**config.mk**
```make
export PLATFORM = sky130hd
export DESIGN_NAME = update_mask_scheduler
export DESIGN_NICKNAME = d
export VERILOG_FILES = /design/src/rtl/update_mask_pkg.sv /design/src/rtl/update_mask_scheduler_rr_arbiter.sv /design/src/rtl/update_mask_scheduler.sv
export SDC_FILE = /design/constraint.sdc
export NUM_CORES = 1
export LEC_CHECK = 0
export CAP_MARGIN = 5
export CORE_AREA = 5 5 706 708
export DETAILED_ROUTE_END_ITERATION = 6
export DIE_AREA = 0 0 711 713
export DONT_BUFFER_PORTS = 1
export MAX_ROUTING_LAYER = met4
export PLACE_DENSITY_LB_ADDON = 0.2
export RECOVER_POWER = 50
export SYNTH_ARGS = -nofsm -noshare
export SYNTH_HDL_FRONTEND = slang
export SYNTH_HIERARCHICAL = 1
export SYNTH_SLANG_ARGS = --single-unit
```
**constraint.sdc**
```tcl
create_clock -name clk -period 10.43 [get_ports clk]
set_input_delay 2.6075 -clock clk [delete_from_list [all_inputs] [get_ports clk]]
set_output_delay 2.6075 -clock clk [all_outputs]
set_load 0.1 [all_outputs]
```
**src/rtl/update_mask_pkg.sv**
```systemverilog
// Shared definitions for the update_mask scheduler slice.
//   UM_*           encodings of update_mask.state
//   sched_state_t  scheduler FSM states
//   act_t          one signed activation value (IL integer + FL fraction bits)
//   act_vec_t      the 16-entry activation array handed to update_mask
package update_mask_pkg;

    localparam logic [1:0] UM_IDLE = 2'b00;
    localparam logic [1:0] UM_RUN  = 2'b01;
    localparam logic [1:0] UM_DONE = 2'b10;

    localparam int NACT   = 16;
    localparam int ACT_IL = 4;
    localparam int ACT_FL = 16;

    typedef enum logic [2:0] {
        S_IDLE,
        S_ISSUE,
        S_WAIT,
        S_DRAIN,
        S_RESP
    } sched_state_t;

    typedef logic signed [ACT_IL+ACT_FL-1:0] act_t;
    typedef act_t act_vec_t [NACT];

endpackage

```
**src/rtl/update_mask_scheduler_rr_arbiter.sv**
```systemverilog
// Combinational round-robin arbiter.
//   req  in   N     request vector
//   ptr  in   IW    highest-priority index for this cycle
//   gnt  out  N     one-hot grant (all zero when no request)
//   idx  out  IW    binary index of the granted request (0 when none)
// The priority pointer lives in the parent; this block only searches.
module rr_arbiter #(
    parameter  int N  = 4,
    localparam int IW = (N > 1) ? $clog2(N) : 1
) (
    input  logic [N-1:0]  req,
    input  logic [IW-1:0] ptr,
    output logic [N-1:0]  gnt,
    output logic [IW-1:0] idx
);

    logic [IW-1:0] cand;
    logic          found;

    // Walk N positions starting at ptr, wrapping at N; the first set
    // request wins.
    always_comb begin
        gnt   = '0;
        idx   = '0;
        found = 1'b0;
        cand  = '0;
        for (int i = 0; i < N; i++) begin
            cand = IW'((int'(ptr) + i) % N);
            if (!found && req[cand]) begin
                gnt[cand] = 1'b1;
                idx       = cand;
                found     = 1'b1;
            end
        end
    end

endmodule

```
**src/rtl/update_mask_scheduler.sv**
```systemverilog
// Shares one update_mask unit among NREQ requesters by round-robin.
// A granted job (mask + 16 activations + id) is latched, issued to
// update_mask via input_ready, the o_mask result is captured when the unit
// reports done, output_taken releases the unit, and the result is returned
// over a valid/ready response channel.
//   clk, reset               clock; asynchronous active-low reset
//   req_valid/req_ready      per-requester handshake, req_ready one-hot
//   req_mask, req_out        per-requester mask and activations (flat)
//   resp_valid/resp_ready    result handshake; resp_id, resp_mask payload
//   um_i_mask, um_out        job data to update_mask (held from latch)
//   um_input_ready           start strobe to update_mask
//   um_output_taken          one-cycle release strobe to update_mask
//   um_o_mask, um_state      result and status from update_mask
//   err                      sticky watchdog flag for a stuck update_mask
module update_mask_scheduler
    import update_mask_pkg::*;
#(
    parameter  int IL      = 4,
    parameter  int FL      = 16,
    parameter  int length  = 32,
    parameter  int NREQ    = 4,
    parameter  int TIMEOUT = length + 8,
    localparam int AW      = IL + FL,
    localparam int OW      = NACT * AW,
    localparam int IDW     = (NREQ > 1) ? $clog2(NREQ) : 1
) (
    input  logic                   clk,
    input  logic                   reset,
    input  logic [NREQ-1:0]        req_valid,
    output logic [NREQ-1:0]        req_ready,
    input  logic [NREQ*length-1:0] req_mask,
    input  logic [NREQ*OW-1:0]     req_out,
    output logic                   resp_valid,
    input  logic                   resp_ready,
    output logic [IDW-1:0]         resp_id,
    output logic [length-1:0]      resp_mask,
    output logic [length-1:0]      um_i_mask,
    output logic [OW-1:0]          um_out,
    output logic                   um_input_ready,
    output logic                   um_output_taken,
    input  logic [length-1:0]      um_o_mask,
    input  logic [1:0]             um_state,
    output logic                   err
);

    localparam int CW = $clog2(TIMEOUT + 1);

    sched_state_t      state;
    logic [IDW-1:0]    rr_ptr;
    logic [IDW-1:0]    job_id;
    logic [length-1:0] job_mask;
    logic [OW-1:0]     job_out;
    logic [length-1:0] result;
    logic [CW-1:0]     wait_cnt;

    logic [NREQ-1:0]   gnt;
    logic [IDW-1:0]    gnt_idx;
    logic [IDW-1:0]    ptr_next;
    logic [length-1:0] sel_mask;
    logic [OW-1:0]     sel_out;

    rr_arbiter #(.N(NREQ)) u_arb (
        .req (req_valid),
        .ptr (rr_ptr),
        .gnt (gnt),
        .idx (gnt_idx)
    );

    assign sel_mask = req_mask[int'(gnt_idx) * length +: length];
    assign sel_out  = req_out[int'(gnt_idx) * OW +: OW];
    assign ptr_next = (int'(gnt_idx) >= NREQ - 1) ? '0 : gnt_idx + IDW'(1);

    // Grants are only offered while idle; reset is folded in so the grant
    // vector reads zero during reset even if requesters keep valid high.
    assign req_ready       = (state == S_IDLE && reset) ? gnt : '0;
    assign um_input_ready  = (state == S_ISSUE) && (um_state == UM_IDLE);
    assign um_output_taken = (state == S_DRAIN);
    assign resp_valid      = (state == S_RESP);
    assign resp_id         = job_id;
    assign resp_mask       = result;
    assign um_i_mask       = job_mask;
    assign um_out          = job_out;

    always_ff @(posedge clk or negedge reset) begin
        if (!reset) begin
            state    <= S_IDLE;
            rr_ptr   <= '0;
            job_id   <= '0;
            job_mask <= '0;
            job_out  <= '0;
            result   <= '0;
            wait_cnt <= '0;
            err      <= 1'b0;
        end else begin
            case (state)
                S_IDLE: begin
                    if (|gnt) begin
                        job_id   <= gnt_idx;
                        job_mask <= sel_mask;
                        job_out  <= sel_out;
                        rr_ptr   <= ptr_next;
                        // An all-zero mask cannot change, so skip the unit.
                        if (sel_mask == '0) begin
                            result <= '0;
                            state  <= S_RESP;
                        end else begin
                            state  <= S_ISSUE;
                        end
                    end
                end
                S_ISSUE: begin
                    if (um_state == UM_IDLE) begin
                        wait_cnt <= '0;
                        state    <= S_WAIT;
                    end
                end
                S_WAIT: begin
                    // o_mask is captured here, before output_taken, because
                    // update_mask clears it while output_taken is high.
                    if (um_state == UM_DONE) begin
                        result <= um_o_mask;
                        state  <= S_DRAIN;
                    end
                    // Watchdog only flags; the FSM keeps waiting.
                    if (wait_cnt == CW'(TIMEOUT - 1)) begin
                        err <= 1'b1;
                    end else begin
                        wait_cnt <= wait_cnt + 1'b1;
                    end
                end
                S_DRAIN: begin
                    state <= S_RESP;
                end
                S_RESP: begin
                    if (resp_ready) begin
                        state <= S_IDLE;
                    end
                end
                default: begin
                    state <= S_IDLE;
                end
            endcase
        end
    end

endmodule

```
==> run metrics, run 1 <==
status complete, but fails checks; failing checks capacitance limit, slew limit; Global Route met2 Usage 24.8%; pre-CTS setup slack 2.26 ns; CTS sink cnt 398; first-pass GRT wire length 446 mm; Simple-Gate Fraction of Synth Area 19.5%; synth top area cells dfrtp_1 42%, mux4_2 33%, nand2_1 18%; Fmax 136 MHz; pin count of the biggest net entering global routing 400; I/O pins 1843; Yosys top cell by area dfrtp_1; CP max-delay cell nor4b_1; 1st-iter DRT viols 2689; number of buffers created by CTS 76; Tcrit/Tclk final 70.3%; Post-CTS Resized 0; synthesis-to-finish area growth 49.4%; IO Port Bufs 0; met3 global-route usage 11.3%; largest family of logic cells by synthesized area multiplexers; Post-Syn Instances 2211; WL/cell 43.0 um; busiest grt layer met2; Final Setup Violations 0; Synth top area share 41.7%; Clk Latency, worst-skew pair 0.81 ns; hold path start um_i_mask[28]; CP delay by family, top simple AND/OR/NAND/NOR gates; Vias 23500; Critical Path RT 7.82 ns; Synth Register Bits 398; Clock Path Buffers 4; share of cells above drive strength 1 23.7%; EDFF count, synth 0; unrepaired setup endpoints after global routing false; CP Launch Type input pin; CP Capture Type output port; post-synthesis mux area share 33.6%; post-route setup slack 3.10 ns; vias per inst 2.57; worst path buffer plus inverter count 2; Synth Flop Type dfrtp_1; Fillers 57200; fraction of registers with async set/reset 100%; H-tree levels 3; TritonCTS clock tree built; Die H 713 um; nets@finish 3730; Max Slew Vio Count 465; final hold vios 0; most frequent cells in the layout 1144 x nand2_1, 375 x dfrtp_1, 355 x mux4_2; placer congestion estimate 1.04; fin util 7.25%; Sequential Area 9990 um2; sequential area share after synthesis 41.7%; total congestion overflow 0; vias in the first global route 20900; router iterations before antenna repair 6; Antenna Nets Post-Route 0; clock root cell clkbuf_16; post-CTS setup repair buffer count 0; Syn Nets 3667; P_leak 0.0123 uW; Distinct cells, synth 47; Reg clk slew, reported paths 0.05 ns; Critical Path Start reset; area of the multi-input gates 13200 um2; Post-Route WL 394 mm; reg2reg start rr_ptr[0]; Die W 711 um; most common cell after layout, fill and taps aside nand2_1; maxcap violations 117; Peak VDD IR 0.000285 V; synthesized-area fraction occupied by xor and xnor cells 0.147%; CP max stage delay 0.72 ns; crit path cell chain buf_16 -> nor4b_1 -> and2_1 -> buf_4; Yosys warnings 6; Worst slew margin -171%; crit path kind in -> out; starting density of the core 4.86%; final worst path period need 7.33 ns; crit path max fanout 165; # rows 258; Core ar. 492000 um2; power per cell area 578 nW/um2; Arr. time, crit path 4.72 ns; setup TNS 0 ns; fraction of the mapped netlist area in adder cells 0.367%; mean area per synthesized cell 10.8 um2; hpwl dp 357 mm; initial antenna violation count 642; die area 507000 um2; met1 usage 14.8%; Total GRT Usage 15.3%; Worst-Margin Slew 4.07 ns; Hold Path Class reg -> reg; hold buffers post-CTS 0; DRC 0; Post-Synthesis Cell Area 23900 um2; post-synthesis compound-gate area fraction 1.55%; Final Skew 0.0657 ns
-- state kept, by name, indices dropped and copies added, names as in the netlist --
signal	flops
um_out	320
resp_mask	32
um_i_mask	32
wait_cnt	6
state	3
resp_id	2
rr_ptr	2
err	1
-- cell type report --
type | count | share of cell area [%]
Antenna cell | 351 | 2.46
Tap cell | 6500 | 22.8
Multi-Input combinational cell | 1630 | 37.1
Sequential cell | 398 | 28.0
Clock inverter | 21 | 0.877
Clock buffer | 105 | 5.98
Inverter | 5 | 0.0526
Timing Repair Buffer | 163 | 2.75
-- final timing paths --
kind | end | slack, ns | depth (start not counted)
worst max-delay path | req_ready[0] | 3.10 | 4
worst min-delay path | um_i_mask[28] | 0.48 | 2
worst max register to register | resp_mask[0] | 3.70 | 12
worst min register to register | um_i_mask[28] | 0.48 | 2
max in group asynchronous | um_out[113] | 3.53 | 2
min in group asynchronous | um_i_mask[11] | 1.89 | 1
-- per-layer routing --
layer,vias to the layer above,part of all wire (%)
met1,11800,33
met2,2511,47
met4,0,2.9
li1,8318,-
met5,-,0
met3,860,17
-- where the power goes --
part | leakage [uW] | switching [uW] | internal [uW]
registers | 0.00492 | 5250 | 2270
logic | 0.00614 | 7270 | 3180
clock network | 0.00119 | 1060 | 1570
total | 0.0123 | 13600 | 7020
-- kinds of logic after synthesis --
logic type,Yosys count
AOI/OAI and AO/OA,61
muxes,357
DFF,398
adders and majority gates,7
xor gates and xnor gates,4
buffers and inverters,183
and+or+nand+nor,1201
-- per-stage QoR --
step | hold slack [ns] | area (um2) | power [uW] | instances
final | 0.482 | 35700 | 20600 | 9173
after global routing | 0.521 | 35400 | 21700 | 9055
after CTS | 0.487 | 35300 | 21200 | 8819
after detailed placement | 0.473 | 32800 | 18500 | 8693
after global placement | 0.476 | 32800 | 18400 | 8688
after floorplan | 0.477 | 23900 | 13400 | 2211
-- tightest hold or removal path: stages (launching register included) --
cell and delay (ns):
dfrtp_1 0.34, nand2_1 0.05, nand2_1 0.06
-- synthesized netlist by cell type, drive strengths merged (2+ instances only) --
| library cell | n |
|---|---|
| o21ai | 41 |
| nor3b | 6 |
| and2 | 6 |
| clkbuf | 129 |
| a32o | 2 |
| ha | 7 |
| or2 | 2 |
| xor2 | 4 |
| nand4 | 4 |
| inv | 5 |
| o31ai | 2 |
| nand2b | 3 |
| nor2b | 2 |
| or3 | 2 |
| a31oi | 3 |
| nor2 | 10 |
| dfrtp | 398 |
| mux2i | 2 |
| nor3 | 3 |
| nand2 | 1144 |
| buf | 49 |
| nand3 | 3 |
| mux4 | 355 |
| and3b | 2 |
| a21oi | 2 |
| nor4 | 10 |
| a221o | 4 |
(Power assumes the default switching activity.)
==> run 2: changes to the inputs <==
==> constraint.sdc (replaced) <==
create_clock -name clk -period 6 [get_ports clk]
set_input_delay 1.5 -clock clk [delete_from_list [all_inputs] [get_ports clk]]
set_output_delay 1.5 -clock clk [all_outputs]
set_load 0.1 [all_outputs]
==> run metrics, run 2 (synthesized netlist as in run 1, its figures left out) <==
status complete, but fails checks; failing checks antenna rules, capacitance limit, slew limit; TritonCTS clock tree built; initial antenna violation count 664; Layout Cell Area excl Fill 35900 um2; DP Area 33100 um2; crit path kind reg -> reg; first-pass GRT wire length 448 mm; Arr. time, crit path 6.37 ns; nets@finish 3753; share of cells above drive strength 1 24.3%; crit path max fanout 33; logic gate share of total power 52.5%; hpwl dp 363 mm; Final Setup Violations 0; clock root cell clkbuf_16; I/O pins 1843; unrepaired setup endpoints after global routing false; DRC 0; most frequent cells in the layout 1144 x nand2_1, 374 x dfrtp_1, 355 x mux4_2; Die H 713 um; Critical Path RT 6.62 ns; Post-CTS Resized 0; Fmax 174 MHz; starting density of the core 4.86%; most common cell after layout, fill and taps aside nand2_1; hold buffers post-CTS 0; Antenna Nets Post-Route 1; Worst slew margin -27.5%; Peak VDD IR 0.000502 V; Final Skew 0.0352 ns; H-tree levels 3; placer congestion estimate 1.02; switching power share of the total 65.9%; 1st-iter DRT viols 2451; Max Slew Vio Count 206; Sequential Area 9990 um2; clock power share 12.0%; IO Port Bufs 0; WL/cell 43.0 um; die area 507000 um2; pin count of the biggest net entering global routing 400; Core ar. 492000 um2; final worst path period need 5.75 ns; Clock Path Buffers 4; Fillers 57200; Die W 711 um; final hold slack 0.481 ns; number of buffers created by CTS 72; Tcrit/Tclk final 95.8%; power per cell area 1010 nW/um2; post-CTS setup repair buffer count 0; Hold Path Class reg -> reg; post-route setup slack 0.249 ns; Reg clk slew, reported paths 0.06 ns; total congestion overflow 0; Clk Latency, worst-skew pair 0.79 ns; internal power 12300 uW; fin util 7.30%; Worst-Margin Slew 1.91 ns; area of the multi-input gates 13200 um2; vias in the first global route 21000; part of the power in registers 35.5%; final hold vios 0; P_leak 0.0123 uW; CTS sink cnt 398; P_sw 23800 uW; CP Capture Type flop; vias per inst 2.58; # rows 258; synthesis-to-finish area growth 50.3%; Total GRT Usage 15.4%; Vias 23800; CP Launch Type flop; router iterations before antenna repair 5; Post-Route WL 396 mm; max reg flops 320; pre-CTS setup slack -0.00735 ns; maxcap violations 107
[run 2: critical path, stage by stage, from the launching register on]
cell	delay [ns]
dfrtp_1	0.76
inv_1	0.18
ha_1	0.47
o21ai_0	0.13
o31ai_1	0.56
o31a_2	0.30
buf_4	0.36
mux4_2	0.60
nor4_1	0.86
buf_4	0.30
nand4_1	0.21
nor3_4	0.23
buf_4	0.39
o21ai_0	0.17
[run 2: layer usage]
metal / global-route usage (%) / vias up / part of all wire [%] / wire (um)
li1: - / 8386 / - / -
met1: 14.8 / 11800 / 33 / 130000
met2: 25.3 / 2585 / 47 / 185000
met3: 11.2 / 949 / 17 / 68400
met4: 2.49 / 0 / 3.2 / 12700
met5: - / - / 0 / 0
[run 2: final timing paths]
check | start | end | slack, ns | cells past startpoint
max in group asynchronous | reset | um_out[149] | 3.49 | 2
worst max register to register | rr_ptr[0] | resp_mask[31] | 0.25 | 13
worst min-delay path | um_out[96] | um_out[96] | 0.48 | 2
worst min register to register | um_out[96] | um_out[96] | 0.48 | 2
worst max-delay path | rr_ptr[0] | resp_mask[31] | 0.25 | 13
min in group asynchronous | reset | resp_mask[23] | 0.81 | 1
[run 2: power groups by stage]
stage          sequential [uW]  combinational (uW)  clock (uW)
2_1_floorplan            13900                9470           0
3_3_place_gp             13100               19400           0
3_5_place_dp             13000               19500           0
4_1_cts                  13000               19600        4600
5_1_grt                  13000               20300        4640
6_report                 12800               18900        4340
[run 2: stage by stage]
stage	total power (uW)	instances	setup TNS, ns
2_1_floorplan	23400	2211	0
3_3_place_gp	32500	8716	-22.35
3_5_place_dp	32600	8718	-0.00735
4_1_cts	37200	8840	0
5_1_grt	37900	9136	0
6_report	36100	9208	0
[run 2: cell type report]
cell class / instances / area share [%]
diodes: 363 / 2.53
well taps: 6500 / 22.7
flip-flops and latches: 398 / 27.8
clock buffers: 98 / 5.57
repair buffers: 190 / 3.67
clock inverters: 24 / 0.799
inverters: 5 / 0.0523
multi-input cells: 1630 / 36.8
